## src/rtl/hex_scan_if.sv

```systemverilog
// Display-side bundle for hex_scan_driver: the word to show plus the
// per-digit nibble, decoder enable and digit-select lines.
interface hex_scan_if #(
    parameter int NUM_DIGITS = 4
);
    logic                      load;
    logic [4*NUM_DIGITS-1:0]   data_in;
    logic                      blank_lz;
    logic [3:0]                hex_out;
    logic                      n_en;
    logic [NUM_DIGITS-1:0]     dig_sel;

    modport master (
        output load, data_in, blank_lz,
        input  hex_out, n_en, dig_sel
    );

    modport slave (
        input  load, data_in, blank_lz,
        output hex_out, n_en, dig_sel
    );
endinterface

```

## src/rtl/hex_scan_driver.sv

```systemverilog
// Multiplexed 7-segment scan controller with dead-time between digits,
// frame-boundary word commit and optional leading-zero blanking.
module hex_scan_driver #(
    parameter int NUM_DIGITS = 4,
    parameter int IDX_W      = 2,
    parameter int DIV_WIDTH  = 16,
    parameter int DIV_MAX    = 49999,
    parameter int BLANK_CYC  = 50
) (
    input  logic       clk,
    input  logic       n_rst,
    hex_scan_if.slave  bus
);
    localparam int WORD_W = 4 * NUM_DIGITS;
    localparam logic [DIV_WIDTH-1:0] CNT_LAST  = DIV_WIDTH'(DIV_MAX);
    localparam logic [DIV_WIDTH-1:0] CNT_BLANK = DIV_WIDTH'(BLANK_CYC);
    localparam logic [IDX_W-1:0]     IDX_LAST  = IDX_W'(NUM_DIGITS - 1);

    logic [DIV_WIDTH-1:0] cnt_q, cnt_d;
    logic [IDX_W-1:0]     idx_q, idx_d;
    logic [WORD_W-1:0]    shadow_q, shadow_d;
    logic [WORD_W-1:0]    staging_q, staging_d;
    logic                 pending_q, pending_d;
    logic                 blank_q, blank_d;

    logic slot_end;
    logic frame_end;

    always_comb begin
        cnt_d     = cnt_q + DIV_WIDTH'(1);
        idx_d     = idx_q;
        shadow_d  = shadow_q;
        staging_d = staging_q;
        pending_d = pending_q;
        blank_d   = bus.blank_lz;

        slot_end  = (cnt_q == CNT_LAST);
        frame_end = slot_end && (idx_q == IDX_LAST);

        if (slot_end) begin
            cnt_d = '0;
            idx_d = (idx_q == IDX_LAST) ? '0 : idx_q + IDX_W'(1);
        end

        // A load landing on the commit cycle bypasses staging so it is not lost.
        if (frame_end) begin
            if (bus.load) begin
                shadow_d  = bus.data_in;
                staging_d = bus.data_in;
                pending_d = 1'b0;
            end else if (pending_q) begin
                shadow_d  = staging_q;
                pending_d = 1'b0;
            end
        end else if (bus.load) begin
            staging_d = bus.data_in;
            pending_d = 1'b1;
        end
    end

    always_ff @(posedge clk or negedge n_rst) begin
        if (!n_rst) begin
            cnt_q     <= '0;
            idx_q     <= '0;
            shadow_q  <= '0;
            staging_q <= '0;
            pending_q <= 1'b0;
            blank_q   <= 1'b0;
        end else begin
            cnt_q     <= cnt_d;
            idx_q     <= idx_d;
            shadow_q  <= shadow_d;
            staging_q <= staging_d;
            pending_q <= pending_d;
            blank_q   <= blank_d;
        end
    end

    // upper_zero[k]: nibbles k..NUM_DIGITS-1 of the displayed word are all zero.
    logic [3:0]            nib [NUM_DIGITS];
    logic [NUM_DIGITS-1:0] upper_zero;

    for (genvar gi = 0; gi < NUM_DIGITS; gi++) begin : g_nib
        assign nib[gi] = shadow_q[4*gi +: 4];
        if (gi == NUM_DIGITS - 1) begin : g_top
            assign upper_zero[gi] = (nib[gi] == 4'h0);
        end else begin : g_low
            assign upper_zero[gi] = (nib[gi] == 4'h0) && upper_zero[gi+1];
        end
    end

    logic blanked;
    logic lit;

    always_comb begin
        blanked     = blank_q && (idx_q != '0) && upper_zero[idx_q];
        lit         = (cnt_q >= CNT_BLANK) && !blanked;
        bus.hex_out = nib[idx_q];
        bus.n_en    = !lit;
    end

    for (genvar gi = 0; gi < NUM_DIGITS; gi++) begin : g_sel
        assign bus.dig_sel[gi] = !(lit && (idx_q == IDX_W'(gi)));
    end
endmodule
```

## src/flat_wrapper.sv

```systemverilog
// flat-port wrapper written by rule: the top's interface ports become plain ports
module hex_scan_driver_flat 
#(
    parameter int NUM_DIGITS = 4,
    parameter int IDX_W      = 2,
    parameter int DIV_WIDTH  = 16,
    parameter int DIV_MAX    = 49999,
    parameter int BLANK_CYC  = 50
)
  (clk, n_rst, bus_load, bus_data_in, bus_blank_lz, bus_hex_out, bus_n_en, bus_dig_sel);
  hex_scan_if #(.NUM_DIGITS(NUM_DIGITS)) bus_i ();
  input  logic clk;
  input  logic n_rst;
  input wire logic [$bits(bus_i.load)-1:0] bus_load;
  input wire logic [$bits(bus_i.data_in)-1:0] bus_data_in;
  input wire logic [$bits(bus_i.blank_lz)-1:0] bus_blank_lz;
  output wire logic [$bits(bus_i.hex_out)-1:0] bus_hex_out;
  output wire logic [$bits(bus_i.n_en)-1:0] bus_n_en;
  output wire logic [$bits(bus_i.dig_sel)-1:0] bus_dig_sel;
  assign bus_i.load = bus_load;
  assign bus_i.data_in = bus_data_in;
  assign bus_i.blank_lz = bus_blank_lz;
  assign bus_hex_out = bus_i.hex_out;
  assign bus_n_en = bus_i.n_en;
  assign bus_dig_sel = bus_i.dig_sel;
  hex_scan_driver #(.NUM_DIGITS(NUM_DIGITS), .IDX_W(IDX_W), .DIV_WIDTH(DIV_WIDTH), .DIV_MAX(DIV_MAX), .BLANK_CYC(BLANK_CYC)) u_core (.clk(clk), .n_rst(n_rst), .bus(bus_i));
endmodule
```

## config.mk

```make
export PLATFORM = sky130hd
export DESIGN_NAME = hex_scan_driver_flat
export DESIGN_NICKNAME = d
export VERILOG_FILES = /design/src/rtl/hex_scan_if.sv /design/src/rtl/hex_scan_driver.sv /design/src/flat_wrapper.sv
export SDC_FILE = /design/constraint.sdc
export NUM_CORES = 1
export LEC_CHECK = 0
export ABC_AREA = 1
export CAP_MARGIN = 20
export CORE_UTILIZATION = 60
export DETAILED_ROUTE_END_ITERATION = 6
export HOLD_SLACK_MARGIN = 0.1
export PLACE_DENSITY = 0.84
export SETUP_SLACK_MARGIN = 0.1
export SLEW_MARGIN = 25
export SYNTH_ARGS = -nofsm -noshare
export SYNTH_HDL_FRONTEND = slang
export SYNTH_SLANG_ARGS = --single-unit
```

## constraint.sdc

```tcl
create_clock -name clk -period 2.45 [get_ports clk]
set_clock_uncertainty 0.1 [all_clocks]
set_input_delay 0.245 -clock clk [delete_from_list [all_inputs] [get_ports clk]]
set_output_delay 0.245 -clock clk [all_outputs]
set_load 0.02 [all_outputs]
```

## Yosys cells after proc, flatten, opt, wreduce, memory -nomap -nowiden

Index checks and enable logic that the tools add are counted.

- Register bits after elaboration: 52
- Input bits: 20
- Output and inout port bits: 9

- Add/subtract/negate cells: 2
- $lt $le $gt $ge: 3
- Eq/ne operators: 4
- Mux-type cells: 11
- Bitwise gates (word level): 1
- Reductions and logical operators: 26

Operators by type and width:

| operator | number |
|---|---|
| $mux 16 | 3 |
| $add 16x1->16 const B | 1 |
| $eq 16x16->1 const B | 1 |
| $ge 16x6->1 const B | 1 |
| $logic_not 4->1 | 4 |
| $logic_and 1x1->1 | 11 |
| $bmux 4 s2 | 1 |
| $mux 4 | 2 |
| $logic_not 1->1 | 6 |
| $reduce_bool 2->1 | 3 |
| $eq 2x2->1 const B | 2 |
| $ge 3x3->1 const B | 1 |
| $lt 2x3->1 const B | 1 |
| $mux 1 | 3 |
| $not 2->3 | 1 |
| $add 2x1->2 const B | 1 |
| $bmux 1 s2 | 1 |
| $eq 2x1->1 const B | 1 |
| $logic_not 2->1 | 1 |
| $mux 2 | 1 |
| $reduce_and 2->1 | 1 |

## Depth between registers and ports, before layout

- Depth in word-level cells: 11
- Mapped depth: 9
- Gate-level depth less buffers: 7

## Least setup slack after synthesis

Ideal clock, no wire load.

- Path type: reg-to-output
- Start: reg u_core.idx_q[0]
- End: out bus_dig_sel[0]
- Arrival: 1552 ps
- Required time: 2105 ps
- Setup slack: 553 ps
- Cell stages (with the launch flop): 10
- Path through: dfrtp_1 -> buf_2 -> inv_1 -> clkbuf_1 -> ha_1 -> inv_1 -> nand4_1 -> nor2_1 -> nand2_1 -> nand3_1

- Word-level cells in the longest chain between the ends: 7
- Elaborated cells between the ends (all ways): 10
- Classes of those cells: 2 x mux; 8 x reduce/logical

RTL lines:

| what | RTL line | source |
|---|---|---|
| from (decl) | hex_scan_driver.sv:20 | `logic [IDX_W-1:0] idx_q, idx_d;` |
| from (signal assigned) | hex_scan_driver.sv:71 | `idx_q <= idx_d;` |
| $bmux 1 s2 / $reduce_bool 2->1 (equally long branches) | hex_scan_driver.sv:96 | `blanked = blank_q && (idx_q != '0) && upper_zero[idx_q];` |
| $mux 1 (not written as such) / $logic_and 1x1->1 (equally long branches) | hex_scan_driver.sv:96 |  |
| $logic_and 1x1->1 | hex_scan_driver.sv:96 |  |
| $logic_not 1->1 | hex_scan_driver.sv:97 | `lit = (cnt_q >= CNT_BLANK) && !blanked;` |
| $logic_and 1x1->1 | hex_scan_driver.sv:97 |  |
| $logic_and 1x1->1 (*) | hex_scan_driver.sv:103 | `assign bus.dig_sel[gi] = !(lit && (idx_q == IDX_W'(gi)));` |
| $logic_not 1->1 (*) | hex_scan_driver.sv:103 |  |
| to (decl) | flat_wrapper.sv:19 | `output wire logic [$bits(bus_i.dig_sel)-1:0] bus_dig_sel;` |

Every way passes the cells marked *; elsewhere a longest branch is shown, timed or not. The select of a mux whose other input is x is not followed.

## Final worst setup path

- Start: reg u_core.idx_q[1]
- End: out bus_hex_out[0]

- Word-level cells in the longest chain between the ends: 4

RTL lines:

| what | RTL line | source |
|---|---|---|
| $not 2->3 (not written as such) | hex_scan_driver.sv:98 | `bus.hex_out = nib[idx_q];` |
| $bmux 4 s2 | hex_scan_driver.sv:98 |  |
| $mux 4 (not written as such) (2 in series) | hex_scan_driver.sv:98 |  |
| to (decl) | flat_wrapper.sv:17 | `output wire logic [$bits(bus_i.hex_out)-1:0] bus_hex_out;` |

No other way between the ends. The select of a mux whose other input is x is not followed.

==> run summary <==
worst skew pair latency: 0.31 ns
number of global-route vias before repair: 2,008
syn_area_per_cell: 7.967 um2
register area share after synthesis: 48.76%
Post-Synth Simple-Gate Area: 33.61%
WP data required: 2.11 ns
I/O pins: 29
Final Hold Viols: 0
Vias/cell: 5.337
die area: 4719 um2
GPL Wtd Cong: 0.9429
Final Cell Area: 3057 um2
total grt overflow: 0
Synth Instances: 335
status: complete, no violations
die width: 68.70 um
Hold Crit Class: input pin to flip-flop
XOR/XNOR share of the synthesized area: 1.969%
Starting Density: 64.40%
Arr. time, crit path: 1.86 ns
number of max-slew violations in the final report: 0
multiplexer share of the synthesized area: 0%
largest net degree at the start of global routing: 33
Buf/Inv on CP: 2
Worst R2R Start: u_core.cnt_q[1]$_DFF_PN0_
# diodes: 0
flops & latches, synth: 52
initial antenna violation count: 0
R2R setup slack: 0.50 ns
Pleak: 1.559 nW
Max-cap violations: 0
Compound-Gate Fraction of Synth Area: 5.157%
critical-path cell list: inv_1 > o21ai_0 > o22ai_1 > clkdlybuf4s50_1
total vias in the final route: 2,231
RSZ-0062 raised after global routing: no
setup TNS: 0 ns
Core ar.: 4144 um2
total CTS buffers: 5
syn_nets: 361
RR Endpoint: u_core.idx_q[0]$_DFFE_PN0N_
Final setup viols: 0
Worst slew margin: 52.70%
first-pass GRT wire length: 9114 um
hold_sp: bus_blank_lz
area grow syn2layout: 14.53%
Slew @ Worst Pin: 0.7095 ns
post-synthesis cell area: 2669 um2
Critical Path Fanout Max: 8
row cnt: 23
htree depth: 2
worst hold path stage count: 1
Ys Warns: 0
worst-case clock buffer depth: 2
TritonCTS clock tree: yes
CTS Sinks: 52
gr usage total: 26.92%
Max rail drop VDD: 0.0003402 V
CTS Root Cell: clkbuf_8
fin crit period: 2.210 ns
# DRC: 0
CTS clk-pin slew, worst paths: 0.09 ns
Tcrit/Tclk final: 90.19%
wire length per cell: 13.06 um
Chip Height: 68.70 um
Critical Path Max Stage Delay: 0.64 ns
HPWL Detailed: 4070 um
library cells used by synthesis: 24
fmax: 0.4526 GHz
R2R depth: 8
kind of critical path: flip-flop to primary output
Adder-Cell Fraction of Synth Area: 2.813%
initial DRC count: 159
Placed Cells incl. Taps: 409
layout cells sized above 1: 7.337%
Layout Nets: 393
setup bufs post-CTS: 0
WL final: 5458 um
Area after DPL: 2963 um2
worst hold endpoint: u_core.blank_q$_DFF_PN0_
number of routed nets with antenna violations: 0
largest family of logic cells by synthesized area: simple AND/OR/NAND/NOR gates
commonest non-fill, non-tap cell in the layout: nand2_1
startpoint types: flip-flop
CP max stage cell: clkdlybuf4s50_1
Crit path max-delay family: buffers and inverters
most frequent cells in the layout: 118 x nand2_1, 51 x dfrtp_1, 44 x nor2_1, 26 x inv_1, 22 x clkdlybuf4s50_1
Layout Cells excl Fill: 418
endpoint class of the critical path: primary output
Initial DRT Pass Iterations: 4
Power Density: 480.2 nW/um2
# fillers: 344
number of port buffers: 28
[worst max path at each step]
| stage | cells past startpoint | end | slack [ns] | from |
|---|---|---|---|---|
| after global routing | 8 | bus_dig_sel[0] | 0.10 | u_core.idx_q[1]$_DFFE_PN0N_ |
| after CTS | 8 | bus_dig_sel[3] | 0.25 | u_core.idx_q[1]$_DFFE_PN0N_ |
| after floorplan | 9 | bus_dig_sel[0] | 0.55 | u_core.idx_q[0]$_DFFE_PN0N_ |
| after global placement | 8 | bus_dig_sel[0] | 0.34 | u_core.idx_q[1]$_DFFE_PN0N_ |
| final | 4 | bus_hex_out[0] | 0.24 | u_core.idx_q[1]$_DFFE_PN0N_ |
| after detailed placement | 8 | bus_dig_sel[3] | 0.26 | u_core.idx_q[1]$_DFFE_PN0N_ |
[per-stage QoR]
step | total power [mW] | setup slack [ns] | hold slack, ns | util [%]
floorplan | 0.9351 | 0.5525 | -0.1506 | -
finish | 1.468 | 0.2404 | 0.2812 | 73.76
CTS | 1.479 | 0.2536 | 0.2785 | 73.76
detailed placement | 0.9951 | 0.2562 | 0.2333 | 71.50
global route | 1.525 | 0.1032 | 0.2773 | 73.76
global placement | 0.9912 | 0.3382 | 0.2242 | 71.50
[cell families (layout without fill, tap and decap cells)]
family	Yosys count	in the layout
fa+ha+maj	6	6
compound gates	26	26
xor+xnor	6	6
simple gates	206	206
flops	52	52
buf+inv	39	72
[registers in the layout, summed over array words and instances (netlist names)]
name and count:
u_core.blank_q 1, u_core.shadow_q 16, u_core.cnt_q 16, u_core.idx_q 2, u_core.pending_q 1, u_core.staging_q 16
[metal layers]
metal | global-route usage, % | share of wire (%)
met1 | 39.25 | 50
met2 | 39.22 | 43
met3 | 5.757 | 5.2
met4 | 10.20 | 1.2
met5 | 0 | 0
[repair_timing]
| item | 4_1_cts | 5_1_grt |
|---|---|---|
| endpoints found under the hold margin | 30 | 0 |
| endpoints found under the setup margin | 5 | 0 |
| hold buffers | 1 | 0 |
| resized for setup | 6 | 0 |
[cell usage after synthesis, drive strengths merged]
library cell / number / area share, %
nand4: 21 / 5.5
clkbuf: 3 / 0.80
nand3: 14 / 2.8
a21oi: 3 / 0.56
inv: 27 / 3.8
nand2: 120 / 17
nand3b: 1 / 0.28
xor2: 6 / 2.0
or2: 1 / 0.23
o21ai: 18 / 3.4
a21boi: 1 / 0.28
buf: 9 / 3.1
ha: 6 / 2.8
dfrtp: 52 / 49
o22ai: 4 / 0.94
nor2: 49 / 7.7
[power breakdown]
group	switching [mW]	internal (mW)	total [mW]
combinational	0.0491	0.0403	0.0894
sequential	0.00725	0.881	0.888
clock	0.286	0.204	0.490
[cell type report]
class / count / area [um2] / share of cell area (%)
inverter: 27 / 101.3 / 3.316
clock inverter: 2 / 16.27 / 0.5321
timing repair buffer: 37 / 339.1 / 11.09
clock buffer: 6 / 72.57 / 2.374
sequential: 52 / 1303 / 42.61
multi-input combinational: 244 / 1162 / 38.03
tap: 50 / 62.56 / 2.047
Note: power is estimated with default switching activity, not from simulation.
